### src/rtl/alu_pkg.sv
// rtl/alu_pkg.sv - opcode and sequencer state encodings shared by the nibble ALU and its sequencer
package alu_pkg;

    localparam logic [1:0] OP_ADD = 2'b00;
    localparam logic [1:0] OP_SUB = 2'b01;
    localparam logic [1:0] OP_AND = 2'b10;
    localparam logic [1:0] OP_OR  = 2'b11;

    localparam logic [1:0] ST_IDLE = 2'd0;
    localparam logic [1:0] ST_RUN  = 2'd1;
    localparam logic [1:0] ST_DONE = 2'd2;

    function automatic logic is_logic_op(input logic [1:0] op);
        return (op == OP_AND) || (op == OP_OR);
    endfunction

endpackage

### src/rtl/alu_4bit.sv
// rtl/alu_4bit.sv - 4-bit combinational ALU slice; for SUB cin/cout are borrow-in/borrow-out
module alu_4bit
    import alu_pkg::*;
(
    input  logic [3:0] a_i,
    input  logic [3:0] b_i,
    input  logic [1:0] op_i,
    input  logic       cin_i,
    output logic [3:0] y_o,
    output logic       cout_o
);

    logic [4:0] sum;

    always_comb begin
        sum = 5'd0;
        case (op_i)
            OP_ADD:  sum = {1'b0, a_i} + {1'b0, b_i} + {4'd0, cin_i};
            // Bit 4 of the 5-bit difference is set exactly when a borrow was needed.
            OP_SUB:  sum = {1'b0, a_i} - {1'b0, b_i} - {4'd0, cin_i};
            OP_AND:  sum = {1'b0, a_i & b_i};
            default: sum = {1'b0, a_i | b_i};
        endcase
        y_o    = sum[3:0];
        cout_o = sum[4];
    end

endmodule

### src/rtl/alu_seq_ctrl.sv
// rtl/alu_seq_ctrl.sv - nibble-serial WIDTH-bit ADD/SUB/AND/OR over one alu_4bit
// Optional ovf_o signed-overflow output is enabled by defining ALU_SEQ_OVF_EN.
module alu_seq_ctrl
    import alu_pkg::*;
#(
    parameter int NIBBLES = 4
) (
    input  logic                 clk,
    input  logic                 rst,
    input  logic                 start_i,
    input  logic [1:0]           op_i,
    input  logic [4*NIBBLES-1:0] a_i,
    input  logic [4*NIBBLES-1:0] b_i,
    input  logic                 cin_i,
    output logic                 busy_o,
    output logic                 done_o,
    output logic [4*NIBBLES-1:0] result_o,
    output logic                 cout_o,
    output logic                 zero_o
`ifdef ALU_SEQ_OVF_EN
   ,output logic                 ovf_o
`endif
);

    localparam int WIDTH = 4 * NIBBLES;

    logic [1:0]       state_q, state_d;
    logic [2:0]       idx_q, idx_d;
    logic [WIDTH-1:0] a_q, a_d, b_q, b_d, sh_q, sh_d;
    logic [1:0]       op_q, op_d;
    logic             chain_q, chain_d;
    logic [WIDTH-1:0] result_q, result_d;
    logic             cout_q, cout_d, zero_q, zero_d, ovf_q, ovf_d;

    logic [3:0]       alu_y;
    logic             alu_cout;
    logic [WIDTH-1:0] sh_next;
    logic             chain_next;

    alu_4bit u_alu (
        .a_i    (a_q[3:0]),
        .b_i    (b_q[3:0]),
        .op_i   (op_q),
        .cin_i  (chain_q),
        .y_o    (alu_y),
        .cout_o (alu_cout)
    );

    // Operands shift right so the active nibble is always [3:0]; results enter at the MSB side.
    assign sh_next    = WIDTH'({alu_y, sh_q} >> 4);
    assign chain_next = is_logic_op(op_q) ? 1'b0 : alu_cout;

    always_comb begin
        state_d  = state_q;
        idx_d    = idx_q;
        a_d      = a_q;
        b_d      = b_q;
        op_d     = op_q;
        chain_d  = chain_q;
        sh_d     = sh_q;
        result_d = result_q;
        cout_d   = cout_q;
        zero_d   = zero_q;
        ovf_d    = ovf_q;
        case (state_q)
            ST_IDLE, ST_DONE: begin
                if (start_i) begin
                    state_d = ST_RUN;
                    idx_d   = 3'd0;
                    a_d     = a_i;
                    b_d     = b_i;
                    op_d    = op_i;
                    chain_d = is_logic_op(op_i) ? 1'b0 : cin_i;
                end else begin
                    state_d = ST_IDLE;
                end
            end
            ST_RUN: begin
                a_d     = WIDTH'({4'd0, a_q} >> 4);
                b_d     = WIDTH'({4'd0, b_q} >> 4);
                sh_d    = sh_next;
                chain_d = chain_next;
                idx_d   = idx_q + 3'd1;
                if (idx_q == 3'(NIBBLES - 1)) begin
                    state_d  = ST_DONE;
                    result_d = sh_next;
                    cout_d   = chain_next;
                    zero_d   = (sh_next == '0);
                    // The last nibble holds the sign bits of A, B and the result.
                    case (op_q)
                        OP_ADD:  ovf_d = (a_q[3] == b_q[3]) && (alu_y[3] != a_q[3]);
                        OP_SUB:  ovf_d = (a_q[3] != b_q[3]) && (alu_y[3] != a_q[3]);
                        default: ovf_d = 1'b0;
                    endcase
                end
            end
            default: state_d = ST_IDLE;
        endcase
    end

    always_ff @(posedge clk or posedge rst) begin
        if (rst) begin
            state_q  <= ST_IDLE;
            idx_q    <= 3'd0;
            a_q      <= '0;
            b_q      <= '0;
            op_q     <= OP_ADD;
            chain_q  <= 1'b0;
            sh_q     <= '0;
            result_q <= '0;
            cout_q   <= 1'b0;
            zero_q   <= 1'b0;
            ovf_q    <= 1'b0;
        end else begin
            state_q  <= state_d;
            idx_q    <= idx_d;
            a_q      <= a_d;
            b_q      <= b_d;
            op_q     <= op_d;
            chain_q  <= chain_d;
            sh_q     <= sh_d;
            result_q <= result_d;
            cout_q   <= cout_d;
            zero_q   <= zero_d;
            ovf_q    <= ovf_d;
        end
    end

    assign busy_o   = (state_q == ST_RUN);
    assign done_o   = (state_q == ST_DONE);
    assign result_o = result_q;
    assign cout_o   = cout_q;
    assign zero_o   = zero_q;
`ifdef ALU_SEQ_OVF_EN
    assign ovf_o    = ovf_q;
`else
    logic unused_ovf;
    assign unused_ovf = ovf_q;
`endif

endmodule

### config.mk
export PLATFORM = sky130hd
export DESIGN_NAME = alu_seq_ctrl
export DESIGN_NICKNAME = d
export VERILOG_FILES = /design/src/rtl/alu_pkg.sv /design/src/rtl/alu_4bit.sv /design/src/rtl/alu_seq_ctrl.sv
export SDC_FILE = /design/constraint.sdc
export NUM_CORES = 1
export LEC_CHECK = 0
export CORE_UTILIZATION = 56
export CTS_CLUSTER_SIZE = 20
export DETAILED_ROUTE_END_ITERATION = 8
export PLACE_DENSITY = 0.84
export RECOVER_POWER = 25
export SLEW_MARGIN = 10
export SYNTH_ARGS = -nofsm -noshare
export SYNTH_HDL_FRONTEND = slang
export SYNTH_SLANG_ARGS = --single-unit
### constraint.sdc
create_clock -name clk -period 7.26 [get_ports clk]
set_input_delay 1.452 -clock clk [delete_from_list [all_inputs] [get_ports clk]]
set_output_delay 1.452 -clock clk [all_outputs]
set_load 0.05 [all_outputs]
==> Yosys cells after proc, flatten, opt, wreduce, memory -nomap -nowiden <==
Cells that the tools add are included.
{ "word_totals": {"output_inout_bits": 20, "in_bits": 38, "register_bits": 74, "word_cells": 51} }
{ "classes": {"bitwise_logic": 2, "n_mux": 14, "n_reduce_logical": 10, "n_eq_ne": 10, "add_sub_neg": 5} }
{ "ops": {"columns": ["operator", "n"], "rows": [
  ["$pmux W16 S2", 2],
  ["$mux W16", 2],
  ["$logic_not A16 Y1", 1],
  ["$pmux W5 S3", 1],
  ["$eq A2 B2 Y1 const B", 5],
  ["$pmux W3 S2", 1],
  ["$reduce_and A2 Y1", 3],
  ["$add A4 B4 Y5", 1],
  ["$add A5 B1 Y5", 1],
  ["$sub A4 B4 Y5", 1],
  ["$sub A5 B1 Y5", 1],
  ["$and A4 B4 Y4", 1],
  ["$eq A2 B1 Y1 const B", 2],
  ["$logic_not A2 Y1", 2],
  ["$mux W1", 4],
  ["$or A4 B4 Y4", 1],
  ["$pmux W2 S2", 1],
  ["$add A3 B1 Y3 const B", 1],
  ["$eq A3 B2 Y1 const B", 1],
  ["$mux W3", 1],
  ["$logic_or A1 B1 Y1", 2],
  ["$mux W2", 1],
  ["$ne A2 B1 Y1 const B", 1],
  ["$ne A2 B2 Y1 const B", 1],
  ["other kinds (3)", 3]
]} }

==> Logic depth before layout (Yosys ltp) <==
{ "depth": {"ltp_word": 5, "ltp_mapped": 9, "depth_no_buf": 9} }

==> Modules after synthesis <==
A second synthesis with hierarchy kept.
{ "hier_totals": {"hier_cells": 311, "area_unflattened_um2": 3427.0} }
{ "by_module_without_submodules": {"columns": ["mod", "cells_per_inst", "instances", "area_per_inst_um2"], "rows": [
  ["alu_seq_ctrl", 256, 1, 2941.6],
  ["alu_4bit", 55, 1, 485.5]
]} }

==> Worst setup path before layout <==
Ideal clock, no wire load.
{ "synth_path": {"path_kind": "register to output", "start": "register state_q[1]", "end": "output port busy_o", "arrival_ps": 1344, "stages_incl_launch_ff": 5, "path_slack_ps": 4464, "required_time_ps": 5808, "n_path_buf": 2, "cell_sequence": "dfrtp_1 -> nand2b_1 -> buf_2 -> inv_2 -> clkbuf_1"} }
{ "synth_via": {"elab_chain_len": 1} }
{ "synth_rtl": {"columns": ["element", "line_no", "text"], "rows": [
  ["from (decl)", "alu_seq_ctrl.sv:27", "logic [1:0] state_q, state_d;"],
  ["from (signal assigned)", "alu_seq_ctrl.sv:115", "state_q <= state_d;"],
  ["$eq A2 B1 Y1", "alu_seq_ctrl.sv:129", "assign busy_o = (state_q == ST_RUN);"],
  ["to (decl)", "alu_seq_ctrl.sv:15", "output logic busy_o,"]
]} }
No other way between the ends.

==> Final worst setup path <==
{ "layout_path": {"start": "input port start_i", "end": "register b_q[7]"} }
{ "layout_via": {"elab_chain_len": 2} }
{ "layout_rtl": {"columns": ["element", "line_no", "text"], "rows": [
  ["from (decl)", "alu_seq_ctrl.sv:10", "input logic start_i,"],
  ["$ne A2 B2 Y1 (no source line)", null, null],
  ["$reduce_and A2 Y1 (no source line)", null, null],
  ["to (signal assigned)", "alu_seq_ctrl.sv:106", "b_q <= '0;"],
  ["to (signal assigned)", "alu_seq_ctrl.sv:118", "b_q <= b_d;"],
  ["to (decl)", "alu_seq_ctrl.sv:29", "logic [WIDTH-1:0] a_q, a_d, b_q, b_d, sh_q, sh_d;"]
]} }
No other way between the ends.
A chain may end at the register's enable or synchronous reset.

==> impl_metrics.py <==
metrics = {
    "timing": {
        "setup_violations": 0,
        "finalClockSkew_ns": 0.009942,
        "post-route-period-util_pct": 46.87,
        "whs_ns": 0.4844,
        "rsz0062_at_grt": "false",
        "fmax_ghz": 0.2939,
        "slew_headroom_pct": -15.58,
        "hold_viol_final": 0,
        "tns_ns": 0,
        "tightest_slew_ns": 1.734,
        "layout_min_cycle_time_ns": 3.403,
        "final_max_slew_viol_count": 45,
    },
    "global_routing": {
        "grt_pass1_vias": 2520,
        "grt_usage_pct": 24.40,
        "grt-ovfl-total": 0,
        "antenna_found_initial": 0,
        "grt_max_degree": 71,
        "grt_pass1_wl_um": 11290,
    },
    "yosys": {
        "synth-simple-area-share_pct": 11.59,
        "synth_seq_cells": 70,
        "synthAdderAreaFrac_pct": 8.686,
        "seq_area_frac_synth_pct": 54.28,
        "synth_area_per_cell_um2": 10.68,
        "postSynthCellCount": 302,
        "synth_xor_xnor_area_share_pct": 1.357,
        "muxShareOfSynthArea_pct": 6.902,
        "synth_top_cell_by_area": "dfrtp_1",
        "synth_cell_type_count": 33,
        "syn_area_um2": 3227,
        "yosys-top-cells-area": "dfrtp_1 54%, ha_1 6.2%, nand2_1 5.0%",
        "synth-compound-area-share_pct": 12.49,
        "synth_top_family_by_area": "compound AO/OA/AOI/OAI gates",
        "synth_top_cell_area_share_pct": 54.28,
        "syn_nets": 360,
        "yosys_warnings": 0,
    },
    "worst_setup_path": {
        "critPathCaptureType": "flip-flop",
        "crit_slowest_cell": "nand2b_1",
        "r2r_setup_slack_ns": 4.17,
        "critPathLaunchType": "primary input",
        "r2r_start": "state_q[0]$_DFFE_PP0P_",
        "path_buf_inv": 1,
        "critical_path.max_fanout": 30,
        "critical_path_class": "in2reg",
        "reg2reg_depth": 5,
        "crit_path_frequent_cell": "nor2_1",
        "crit_path_start": "start_i",
        "path_delay_family": "simple AND/OR/NAND/NOR gates",
        "path_cells": "clkdlybuf4s50_1, nand2b_1, nand2_1, nor2_1, nor2_1",
        "cp_num_cells": 5,
        "endpoint": "b_q[7]$_DFFE_PP0P_",
        "arrival_ns": 3.63,
        "required_ns": 7.49,
        "cpPeakStageDelay_ns": 0.75,
        "r2r-end": "b_q[7]$_DFFE_PP0P_",
    },
    "routing": {
        "wl_per_cell_um": 14.55,
        "avgViaCountPerCell": 5.486,
        "ant_nets": 0,
        "drt_first_iter_violations": 115,
        "drt-total-wl_um": 6315,
        "vias": 2381,
        "drtPass1Iterations": 4,
        "remaining_drc_errors": 0,
    },
    "min_path": {
        "min_path_type": "reg2reg",
        "hold_depth": 2,
    },
    "run": {
        "cap_violations": 1,
    },
    "power": {
        "leakage_uw": 0.001881,
        "power_frac_seq_pct": 33.5,
        "pwr-share-clk_pct": 16.3,
        "worst_ir_drop_vdd_uv": 254.0,
        "powerDensity_nw_per_um2": 528.7,
        "sw_frac_of_total_pct": 42.35,
        "internal-power_uw": 1234,
        "switchingPower_uw": 906.8,
        "power_frac_comb_pct": 50.2,
    },
    "cells_and_area": {
        "fin_nets": 415,
        "drive_above_1_share_pct": 9.392,
        "multi_input_area_um2": 1321,
        "fill_cells": 414,
        "syn_to_final_growth_pct": 25.51,
        "seq_area_um2": 1752,
        "diodes": 0,
        "postLayoutCoreUtil_pct": 73.10,
    },
    "clocking": {
        "cts_buffers": 9,
        "cts_num_sinks": 70,
        "cts.htree.levels": 3,
        "cts_resized": 0,
        "tritoncts": "yes",
        "cts_hold_buf": 0,
        "clkLatencyLatePin_ns": 0.34,
        "clk_pin_slew_ns": 0.07,
        "cts.root.buffer_cell": "clkbuf_8",
        "clockBufferDepth": 2,
        "post_cts_buffers": 0,
    },
    "placement": {
        "hpwl_um": 4395,
        "gp_congestion": 0.8311,
        "portBuffers": 57,
    },
    "floorplan": {
        "dieWidth_um": 77.91,
        "dieArea_um2": 6070,
        "coreArea_um2": 5540,
        "num_io_pins": 58,
        "fp.dieH_um": 77.91,
        "rows": 27,
        "initial_core_util_pct": 58.24,
    },
    "outcome": {
        "status": "finished, violations left",
        "violations": "max-capacitance violations, max-slew violations",
    },
}
==> routing by layer <==
metal / up-vias / track usage (%) / routed length [um] / part of all wire, %
met3: 9 / 5.765 / 313 / 5.0
met2: 76 / 41.24 / 3159 / 50
met5: - / 0 / 0 / 0
li1: 1136 / - / - / -
met4: 0 / 8.889 / 80 / 1.3
met1: 1160 / 30.62 / 2762 / 44
==> cells in the mapped netlist <==
cell type,number
nor3b_1,1
mux4_2,3
nor3_1,1
nand2b_1,3
clkbuf_1,6
a21o_1,2
nor2_1,34
dfrtp_1,70
ha_1,16
a211o_1,1
o22ai_1,25
nor4_1,2
mux2i_1,2
inv_1,19
xor2_1,1
buf_2,7
and4_1,1
nor2b_1,2
a21oi_1,12
buf_6,1
nor2_2,1
a211oi_1,2
a22o_1,10
nand2_1,43
xnor2_1,4
o21ai_1,1
inv_2,1
nand2_2,1
mux2_2,12
o21ai_0,11
or4_1,1
fa_1,4
buf_1,2
==> kinds of logic (layout without fill, tap and decap cells) <==
logic type               after synthesis  after routing
AO/OA/AOI/OAI                         64             64
XOR/XNOR                               5              5
adder cells (fa/ha/maj)               20             20
buffers and inverters                 36             96
flip-flops                            70             70
multiplexers                          17             17
AND/OR/NAND/NOR                       90             90
==> tightest hold or removal path, delay by kind of cell, from the launching register on <==
family             cells  cell delay [ns]
and+or+nand+nor        1             0.05
AOI/OAI and AO/OA      1             0.06
DFF                    1             0.34
==> power by group through the flow <==
stage / sequential, uW / combinational [uW] / clock [uW]
floorplan: 822 / 701 / 0
global placement: 714 / 1030 / 0
detailed placement: 724 / 1080 / 0
CTS: 718 / 1090 / 354
global route: 744 / 1210 / 374
finish: 718 / 1070 / 348
==> sequential cells by signal (all words and copies together) (netlist names) <==
register and flops:
sh_q 12, result_o 16, chain_q 1, cout_o 1
op_q 2, idx_q 3, a_q 16, b_q 16
state_q 2, zero_o 1
==> area by class of cell <==
type	instances	share of cell area, %
tap	72	2.224
sequential	70	43.25
multi-input combinational	196	32.62
timing repair buffer	60	14.55
clock inverter	5	2.008
clock buffer	11	3.491
inverter	20	1.854
==> stage by stage <==
stage / instances / worst slack [ns] / power, uW / instance area (um2)
3_3_place_gp: 418 / 3.651 / 1749 / 3834
2_1_floorplan: 302 / 4.040 / 1523 / 3227
5_1_grt: 434 / 3.624 / 2328 / 4050
4_1_cts: 434 / 3.834 / 2158 / 4056
6_report: 434 / 3.857 / 2141 / 4050
3_5_place_dp: 418 / 3.552 / 1805 / 3834
==> layout by cell type, fill, tap and decap left out, types with 2 or more instances in the layout <==
master / n
a211oi_1: 2
a21o_1: 2
a21oi_1: 12
a22o_1: 10
buf_4: 2
bufinv_16: 2
clkbuf_1: 2
clkbuf_8: 10
clkdlybuf4s50_1: 56
dfrtp_1: 70
fa_1: 4
ha_1: 16
inv_1: 18
mux2_2: 12
mux2i_1: 2
mux4_2: 3
nand2_1: 44
nand2b_1: 3
nor2_1: 34
nor2b_1: 2
nor4_1: 2
o21ai_0: 12
o22ai_1: 25
xnor2_1: 4
==> how the worst min path moves through the flow <==
stage          slack [ns]                       end                      from
6_report             0.48  result_o[12]$_DFFE_PP0P_  result_o[12]$_DFFE_PP0P_
5_1_grt              0.52   result_o[1]$_DFFE_PP0P_   result_o[1]$_DFFE_PP0P_
4_1_cts              0.49  result_o[12]$_DFFE_PP0P_  result_o[12]$_DFFE_PP0P_
3_5_place_dp         0.47  result_o[12]$_DFFE_PP0P_  result_o[12]$_DFFE_PP0P_
3_3_place_gp         0.46  result_o[15]$_DFFE_PP0P_  result_o[15]$_DFFE_PP0P_
2_1_floorplan        0.46       sh_q[4]$_DFFE_PP0P_       sh_q[4]$_DFFE_PP0P_
Note: power is estimated with default switching activity, not from simulation.
